--- src/rtl/bcd_scan_mux_if.sv ---
// Scan-mux bus: latched BCD digits and control in, selected digit/anode out.
// Ports: digits_in, load, enable, blank_lz -> digito, anodo, blank, scan_idx, frame_done.
interface bcd_scan_mux_if #(
  parameter int N_DIGITS = 8
);
  localparam int IW = $clog2(N_DIGITS);

  logic [4*N_DIGITS-1:0] digits_in;
  logic                  load;
  logic                  enable;
  logic                  blank_lz;
  logic [3:0]            digito;
  logic [N_DIGITS-1:0]   anodo;
  logic                  blank;
  logic [IW-1:0]         scan_idx;
  logic                  frame_done;

  modport master (
    output digits_in, load, enable, blank_lz,
    input  digito, anodo, blank, scan_idx, frame_done
  );

  modport slave (
    input  digits_in, load, enable, blank_lz,
    output digito, anodo, blank, scan_idx, frame_done
  );
endinterface

--- src/rtl/bcd_scan_mux.sv ---
// Time-multiplexed scan controller for an N-digit common-anode 7-seg display.
// Ports: clk, rst_n (async active-low), bus (slave side of bcd_scan_mux_if).
module bcd_scan_mux #(
  parameter  int N_DIGITS    = 8,
  parameter  int REFRESH_DIV = 100000,
  localparam int CW          = $clog2(REFRESH_DIV)
) (
  input  logic           clk,
  input  logic           rst_n,
  bcd_scan_mux_if.slave  bus
);
  localparam int IW = $clog2(N_DIGITS);
  localparam int DW = 4 * N_DIGITS;
  localparam logic [CW-1:0] DIV_MAX = CW'(REFRESH_DIV - 1);
  localparam logic [IW-1:0] IDX_MAX = IW'(N_DIGITS - 1);

  logic [CW-1:0]       div_cnt;
  logic [IW-1:0]       scan_idx;
  logic [DW-1:0]       shadow;
  logic [DW-1:0]       disp;
  logic                pending;
  logic                tick;
  logic                wrap;
  logic [N_DIGITS-1:0] lz;
  logic                zrun;

  logic [3:0]          digito;
  logic [N_DIGITS-1:0] anodo;
  logic                blank;
  logic                frame_done;

  assign tick = bus.enable && (div_cnt == DIV_MAX);
  assign wrap = tick && (scan_idx == IDX_MAX);

  always_ff @(posedge clk or negedge rst_n) begin
    if (!rst_n) begin
      div_cnt    <= '0;
      scan_idx   <= '0;
      frame_done <= 1'b0;
    end else begin
      frame_done <= wrap;
      if (bus.enable) begin
        div_cnt <= tick ? '0 : div_cnt + 1'b1;
        if (tick)
          scan_idx <= (scan_idx == IDX_MAX) ? '0 : scan_idx + 1'b1;
      end
    end
  end

  // disp only moves at a frame boundary so a frame never mixes two values;
  // a load landing on the wrap cycle bypasses the shadow.
  always_ff @(posedge clk or negedge rst_n) begin
    if (!rst_n) begin
      shadow  <= '0;
      disp    <= '0;
      pending <= 1'b0;
    end else if (wrap) begin
      pending <= 1'b0;
      if (bus.load)
        disp <= bus.digits_in;
      else if (pending)
        disp <= shadow;
    end else if (bus.load) begin
      shadow  <= bus.digits_in;
      pending <= 1'b1;
    end
  end

  // Walk from the MSD down; a digit is a leading zero while every digit
  // above it (and itself) is zero. Digit 0 always shows.
  always_comb begin
    lz   = '0;
    zrun = bus.blank_lz;
    for (int i = N_DIGITS - 1; i >= 0; i--) begin
      zrun = zrun && (disp[4*i +: 4] == 4'd0);
      if (i != 0)
        lz[i] = zrun;
    end
  end

  always_ff @(posedge clk or negedge rst_n) begin
    if (!rst_n) begin
      digito <= 4'd0;
      anodo  <= '1;
      blank  <= 1'b1;
    end else begin
      digito <= disp[4*scan_idx +: 4];
      anodo  <= bus.enable ? ~(N_DIGITS'(1) << scan_idx) : '1;
      blank  <= ~bus.enable | lz[scan_idx];
    end
  end

  assign bus.digito     = digito;
  assign bus.anodo      = anodo;
  assign bus.blank      = blank;
  assign bus.scan_idx   = scan_idx;
  assign bus.frame_done = frame_done;
endmodule

--- src/flat_wrapper.sv ---
// flat-port wrapper written by rule: the top's interface ports become plain ports
module bcd_scan_mux_flat 
#(
  parameter  int N_DIGITS    = 8,
  parameter  int REFRESH_DIV = 100000,
  localparam int CW          = $clog2(REFRESH_DIV)
)
  (clk, rst_n, bus_digits_in, bus_load, bus_enable, bus_blank_lz, bus_digito, bus_anodo, bus_blank, bus_scan_idx, bus_frame_done);
  bcd_scan_mux_if #(.N_DIGITS(N_DIGITS)) bus_i ();
  input  logic clk;
  input  logic rst_n;
  input wire logic [$bits(bus_i.digits_in)-1:0] bus_digits_in;
  input wire logic [$bits(bus_i.load)-1:0] bus_load;
  input wire logic [$bits(bus_i.enable)-1:0] bus_enable;
  input wire logic [$bits(bus_i.blank_lz)-1:0] bus_blank_lz;
  output wire logic [$bits(bus_i.digito)-1:0] bus_digito;
  output wire logic [$bits(bus_i.anodo)-1:0] bus_anodo;
  output wire logic [$bits(bus_i.blank)-1:0] bus_blank;
  output wire logic [$bits(bus_i.scan_idx)-1:0] bus_scan_idx;
  output wire logic [$bits(bus_i.frame_done)-1:0] bus_frame_done;
  assign bus_i.digits_in = bus_digits_in;
  assign bus_i.load = bus_load;
  assign bus_i.enable = bus_enable;
  assign bus_i.blank_lz = bus_blank_lz;
  assign bus_digito = bus_i.digito;
  assign bus_anodo = bus_i.anodo;
  assign bus_blank = bus_i.blank;
  assign bus_scan_idx = bus_i.scan_idx;
  assign bus_frame_done = bus_i.frame_done;
  bcd_scan_mux #(.N_DIGITS(N_DIGITS), .REFRESH_DIV(REFRESH_DIV)) u_core (.clk(clk), .rst_n(rst_n), .bus(bus_i));
endmodule
--- config.mk ---
export PLATFORM = sky130hd
export DESIGN_NAME = bcd_scan_mux_flat
export DESIGN_NICKNAME = d
export VERILOG_FILES = /design/src/rtl/bcd_scan_mux_if.sv /design/src/rtl/bcd_scan_mux.sv /design/src/flat_wrapper.sv
export SDC_FILE = /design/constraint.sdc
export NUM_CORES = 1
export LEC_CHECK = 0
export CORE_UTILIZATION = 25
export CTS_BUF_LIST = sky130_fd_sc_hd__clkbuf_8
export DETAILED_ROUTE_END_ITERATION = 6
export PLACE_DENSITY = 0.48
export SETUP_SLACK_MARGIN = 0.1
export SYNTH_ARGS = -nofsm -noshare
export SYNTH_HDL_FRONTEND = slang
export SYNTH_SLANG_ARGS = --single-unit
--- constraint.sdc ---
create_clock -name clk -period 2.36 [get_ports clk]
set_input_delay 0.236 -clock clk [delete_from_list [all_inputs] [get_ports clk]]
set_output_delay 0.236 -clock clk [all_outputs]
set_load 0.1 [all_outputs]
==> results of run 1 <==
==> sequential cells by signal (all words and copies together), names as in the netlist <==
| name | cells |
|---|---|
| u_core.pending | 1 |
| u_core.shadow | 32 |
| u_core.bus.blank | 1 |
| u_core.bus.anodo | 8 |
| u_core.div_cnt | 17 |
| u_core.disp | 32 |
| u_core.bus.scan_idx | 3 |
| u_core.bus.frame_done | 1 |
| u_core.bus.digito | 4 |
==> worst paths after layout <==
check                              startpoint                 end  slack (ns)  cells after the start
setup / recovery            u_core.div_cnt[0]   u_core.shadow[22]        0.28                      6
max in group asynchronous               rst_n    u_core.shadow[3]        1.40                      3
setup reg to reg            u_core.div_cnt[0]   u_core.shadow[22]        0.28                      6
hold reg to reg            u_core.div_cnt[16]  u_core.div_cnt[16]        0.47                      1
min in group clk           u_core.div_cnt[16]  u_core.div_cnt[16]        0.47                      1
hold / removal                          rst_n   u_core.div_cnt[1]        0.32                      2
==> through the flow <==
step           instances    util
3_3_place_gp         618  0.3036
6_report             635  0.3171
5_1_grt              635  0.3171
2_1_floorplan        333       -
3_5_place_dp         618  0.3036
4_1_cts              635  0.3168
==> final cells by class <==
class,instances,area share
flip-flops and latches,99,0.4384
multi-input cells,212,0.3472
repair buffers,72,0.1195
well taps,229,0.05030
clock buffers,11,0.02658
clock inverters,5,0.01340
inverters,7,0.004612
==> worst max-delay path: stages, from the launching register on <==
cell and delay (ns):
dfrtp_1 0.36, ha_1 0.18, nand4_2 0.12, or3_4 0.43, o31ai_4 0.31, buf_12 0.21, mux2_2 0.34
==> report_power, final <==
group	switching (uW)	total (uW)	leakage, uW	internal, uW
sequential	75.6	1870	0.00124	1800
clock	587	1240	0.000117	650
combinational	168	390	0.00114	222
total	831	3500	0.00250	2670
==> cell families (layout without fill, tap and decap cells) <==
group,after synthesis,in the layout,share of synthesized area
flip-flops,99,99,0.5434
adder cells (fa/ha/maj),7,7,0.01912
AO/OA/AOI/OAI,12,12,0.01995
buffers and inverters,22,95,0.02568
multiplexers,109,109,0.2863
AND/OR/NAND/NOR,71,71,0.08060
XOR/XNOR,13,13,0.02486
==> timing repair <==
action                     in CTS  in global routing
setup endpoints to repair       0                 32
hold endpoints to repair       18                  0
hold buffers                    1                  0
resized for setup               0                  1
==> metal layers <==
metal,up-vias,wire length [um],share of wire
met3,11,351,0.037
li1,1331,-,-
met1,1421,4668,0.49
met5,-,0,0
met4,0,165,0.017
met2,43,4416,0.46
==> cell usage in the layout, fill, tap and decap left out, types with 3 or more instances in the layout <==
cell type / netlist / routed
o21ai_0: 4 / 4
mux2i_1: 5 / 5
clkbuf_8: 0 / 11
nand2_1: 24 / 24
nor2_1: 11 / 11
nor4_1: 9 / 9
buf_12: 0 / 4
dfstp_2: 9 / 9
and3_1: 3 / 3
xor2_1: 4 / 4
mux4_2: 8 / 8
nand3_1: 9 / 9
inv_1: 7 / 8
xnor2_1: 9 / 9
ha_1: 7 / 7
clkdlybuf4s50_1: 0 / 35
nor3_1: 4 / 4
buf_4: 3 / 32
nand4_1: 3 / 3
mux2_2: 94 / 94
dfrtp_1: 90 / 87
==> run_results.csv, run 1 <==
group,metric,value,unit
run_status,status,"complete, no violations",
floorplanning,die_w,137.3,um
timing,layout_min_cycle_time,2.079,ns
floorplanning,dieArea,18860,sq um
logic_synthesis,ys_top_cells_by_area,"dfrtp_1, mux2_2, dfstp_2, mux4_2, nand2_1",
layout,multi_input_area,1978,sq um
grt,grt.total_usage,0.1103,
logic_synthesis,yosysMostFrequentCell,"mux2_2",
route,dr.pass1.iters,4,
power,p_total,3500,uW
route,drc_errors,0,
floorplanning,chipHeight,137.3,um
layout,n_antenna_cell,0,
timing,slew_headroom,0.7109,
grt,grt_use_met3,0.02355,
route,wirelength,9.602,mm
placement,port-buffer-count,53,
timing,finalCritPeriodShare,0.8807,
floorplanning,initial_core_util,0.2549,
logic_synthesis,syn_nets,377,
placement,dp_slack,-0.05495,ns
timing,fin_hold_ws,0.3211,ns
timing,hold_viol,0,
clock_network,cts.clk_slew.worst_paths,0.09,ns
clock_network,worst_skew_pair.late_latency,0.37,ns
logic_synthesis,yosys_warnings,0,
logic_synthesis,ys_async_sr_fraction,1.000,
grt,grt_pass1_wl,15.67,mm
layout,seqCellArea,2497,sq um
logic_synthesis,synth_cell_type_count,36,
layout,area_growth,24.40,%
timing,grt_setup_unrepaired,"no",
clock_network,post_cts_buffers,0,
clock_network,cts.sinks,99,
timing,slew_violations,0,
layout,fill_cells,1810,
grt,grt_pass1_vias,2927,
power,p_leak,0.002503,uW
timing,setup_ws,0.2815,ns
setup_path,arrival,2.34,ns
route,via_per_inst,4.419,
logic_synthesis,synth_area_per_cell,13.75,sq um
grt,grt_overflow,0,
logic_synthesis,synthFlopType,"dfrtp_1",
timing,fmax,481.1,MHz
power,power_per_cell_area,614.4,nW/um^2
timing,skew,0.007844,ns
floorplanning,core-area,17960,sq um
worst_hold_path,hold_path.class,"in2async",
grt,use_met1,0.1502,
clock_network,cts.htree.levels,3,
logic_synthesis,yosys-top-cells-count,"mux2_2, dfrtp_1, nand2_1",
logic_synthesis,ys_seq_elements,99,
clock_network,cts_buffers,9,
placement,gp_congestion,0.7115,
grt,busiest_layer,"met2",
logic_synthesis,synthCells,333,
logic_synthesis,netlist.top_cell.by_area,"dfrtp_1",
timing,setup_violations,0,
logic_synthesis,synth_top_area_frac,0.4918,
setup_path,required,2.62,ns
logic_synthesis,yosysSeqAreaShare,0.5434,
power,peakVddDrop,0.0003209,V
timing,worstMarginPinSlew,0.4296,ns
grt,grt_max_degree,50,
layout,final_cell_area,5697,sq um
placement,dpl_cell_area,5454,sq um
logic_synthesis,synth_area,4579,sq um
setup_path,critical_path_class,"reg2reg",
setup_path,end_kind,"flop",
route,drt.antenna.violating_nets,0,
placement,dp_hpwl,7.026,mm
floorplanning,std_cell_rows,49,
setup_path,critical_path.startpoint_type,"flop",
setup_path,path_max_fanout,18,
floorplanning,ioPinCount,54,
route,post_drt_wl_per_cell,15.12,um
clock_network,clockBufferDepth,2,
route,vias,2806,
grt,antenna_found_initial,0,
clock_network,cts_tree,"built",
grt,use_met2,0.1689,
timing,tns,0,ns
logic_synthesis,synth_edf_count,0,
layout,drive_gt1_frac,0.4163,
run,maxCapViolations,0,
route,drtIter0Drc,130,
clock_network,root_buffer,"clkbuf_8",
layout,final_nets,445,
(Power assumes the default switching activity.)
==> inputs of run 2 (changes only) <==
--- a/config.mk
+++ b/config.mk
@@ -5,6 +5,7 @@
 export SDC_FILE = /design/constraint.sdc
 export NUM_CORES = 1
 export LEC_CHECK = 0
+export CORE_ASPECT_RATIO = 0.8
 export CORE_UTILIZATION = 25
 export CTS_BUF_LIST = sky130_fd_sc_hd__clkbuf_8
 export DETAILED_ROUTE_END_ITERATION = 6
==> run 2 against run 1 <==
Final cell count fell by 0.94%. Count of clock-buffer cells in the layout down 2. Routed wire length increased by 1.6%. Critical endpoint is now u_core.shadow[16]. Die area is essentially flat. Critical path type unchanged. Global-route usage rose by 0.21 points. Maximum frequency is 3.8% lower. Clock power decreased by 13%. Design area decreased by 0.70%. Non-clock buffer count is 2 lower. First-iteration DRC count down 12%. Worst setup slack got worse by 0.081 ns.
==> run_results.csv, run 2 (synthesis gave the netlist of run 1 again) <==
group,metric,value,unit
run_status,status,"complete, no violations",
floorplanning,die_w,153.3,um
grt,grt_overflow,0,
floorplanning,dieArea,18870,sq um
floorplanning,core-area,17650,sq um
placement,gp_congestion,0.7350,
power,power_per_cell_area,592.7,nW/um^2
timing,slew_headroom,0.6917,
clock_network,clockBufferDepth,2,
placement,dp_slack,-0.06860,ns
setup_path,critical_path.startpoint_type,"flop",
clock_network,cts.htree.levels,3,
layout,drive_gt1_frac,0.4109,
grt,grt_pass1_vias,2975,
clock_network,worst_skew_pair.late_latency,0.38,ns
placement,dp_hpwl,7.148,mm
setup_path,timing.rr.end,"u_core.shadow[16]",
route,wirelength,9.757,mm
clock_network,cts.clk_slew.worst_paths,0.10,ns
route,vias,2851,
route,post_drt_wl_per_cell,15.51,um
layout,final_cell_mix,"mux2_2, dfrtp_1, clkdlybuf4s50_1",
floorplanning,chipHeight,123.1,um
route,dr.pass1.iters,4,
clock_network,cts.sinks,99,
timing,skew,0.01250,ns
worst_hold_path,hold_path.class,"in2async",
clock_network,root_buffer,"clkbuf_8",
layout,top_regs,"u_core.disp: 32 flops, u_core.shadow: 32 flops, u_core.div_cnt: 17 flops",
timing,slew_violations,0,
power,peakVddDrop,0.0002347,V
layout,instances_no_fill,629,
floorplanning,std_cell_rows,43,
floorplanning,ioPinCount,54,
layout,final_nets,443,
route,drtIter0Drc,115,
clock_network,cts_tree,"built",
layout,n_antenna_cell,0,
setup_path,rrSetupSlack,0.20,ns
power,p_total,3353,uW
layout,area_growth,23.52,%
layout,final_common_cell,"mux2_2",
timing,setup_violations,0,
setup_path,end_kind,"flop",
route,via_per_inst,4.533,
route,drc_errors,0,
setup_path,path_max_fanout,16,
clock_network,cts_buffers,9,
setup_path,arrival,2.42,ns
timing,finalCritPeriodShare,0.9153,
grt,grt_pass1_wl,16.26,mm
placement,dp_cells,612,
timing,grt_setup_unrepaired,"no",
timing,fmax,463.0,MHz
setup_path,critical_path_class,"reg2reg",
placement,port-buffer-count,53,
setup_path,r2r_cells,5,
grt,grt.total_usage,0.1124,
route,drt.antenna.violating_nets,0,
setup_path,required,2.62,ns
clock_network,post_cts_buffers,0,
grt,antenna_found_initial,0,
setup_path,r2r_start,"u_core.div_cnt[13]",
timing,hold_viol,0,
timing,setup_ws,0.2000,ns
timing,worstMarginPinSlew,0.4583,ns
timing,layout_min_cycle_time,2.160,ns
power,p_leak,0.002483,uW
grt,grt_max_degree,52,
floorplanning,initial_core_util,0.2595,
run,maxCapViolations,0,
## run 2: cell types whose count changed in the layout (fill, tap and decap cells not counted), sizes merged
cell | previous run | this run
buf | 36 | 34
bufinv | 2 | 1
clkbuf | 11 | 9
inv | 8 | 10
clkinv | 1 | 2
## run 2: worst max path at each step
stage | from | end | slack (ns)
after detailed placement | bus_enable | u_core.shadow[8] | -0.07
after CTS | u_core.div_cnt[0] | u_core.shadow[23] | 0.13
final | u_core.div_cnt[13] | u_core.shadow[16] | 0.20
after global routing | u_core.div_cnt[12] | u_core.shadow[28] | 0.11
after floorplan | u_core.div_cnt[0] | u_core.shadow[0] | 0.14
after global placement | bus_enable | u_core.shadow[22] | -0.07
## run 2: per-stage QoR
step / utilization / hold slack (ns) / instance area [sq um] / TNS [ns]
4_1_cts: 0.3203 / 0.3061 / 5652 / 0
2_1_floorplan: - / -0.05959 / 4588 / 0
3_5_place_dp: 0.3086 / 0.1895 / 5446 / -1.820
6_report: 0.3205 / 0.3127 / 5657 / 0
5_1_grt: 0.3205 / 0.3409 / 5657 / 0
3_3_place_gp: 0.3086 / 0.1841 / 5446 / -2.210
## run 2: critical path: stages, from the launching register on
cell and delay, ns:
dfrtp_1 0.42, nor4b_1 0.31, nand4_1 0.32, o31ai_4 0.44, buf_12 0.21, mux2_2 0.34
## run 2: cell type report
cell class | instances | area [sq um]
fillers | 1763 | 11990
repair buffers | 70 | 678.2
clock inverters | 7 | 71.32
multi-input cells | 212 | 1978
flip-flops and latches | 99 | 2497
clock buffers | 9 | 123.9
well taps | 225 | 281.5
inverters | 7 | 26.28
## run 2: what timing repair did
| action | 4_1_cts | 5_1_grt |
|---|---|---|
| gates resized for setup | 0 | 1 |
| endpoints found under the setup margin | 0 | 32 |
| hold buffers | 1 | 0 |
| hold endpoints to repair | 18 | 0 |
## run 2: layer usage
layer | track usage | up-vias | routed length (um)
met3 | 0.03365 | 10 | 493
met5 | 0 | - | 0
met4 | 0.04040 | 0 | 143
met1 | 0.1564 | 1445 | 4926
met2 | 0.1650 | 60 | 4194
li1 | - | 1336 | -
## run 2: power breakdown
part	internal [uW]	total, uW	switching, uW
combinational	224	396	172
clock	490	1080	594
sequential	1800	1870	75.9
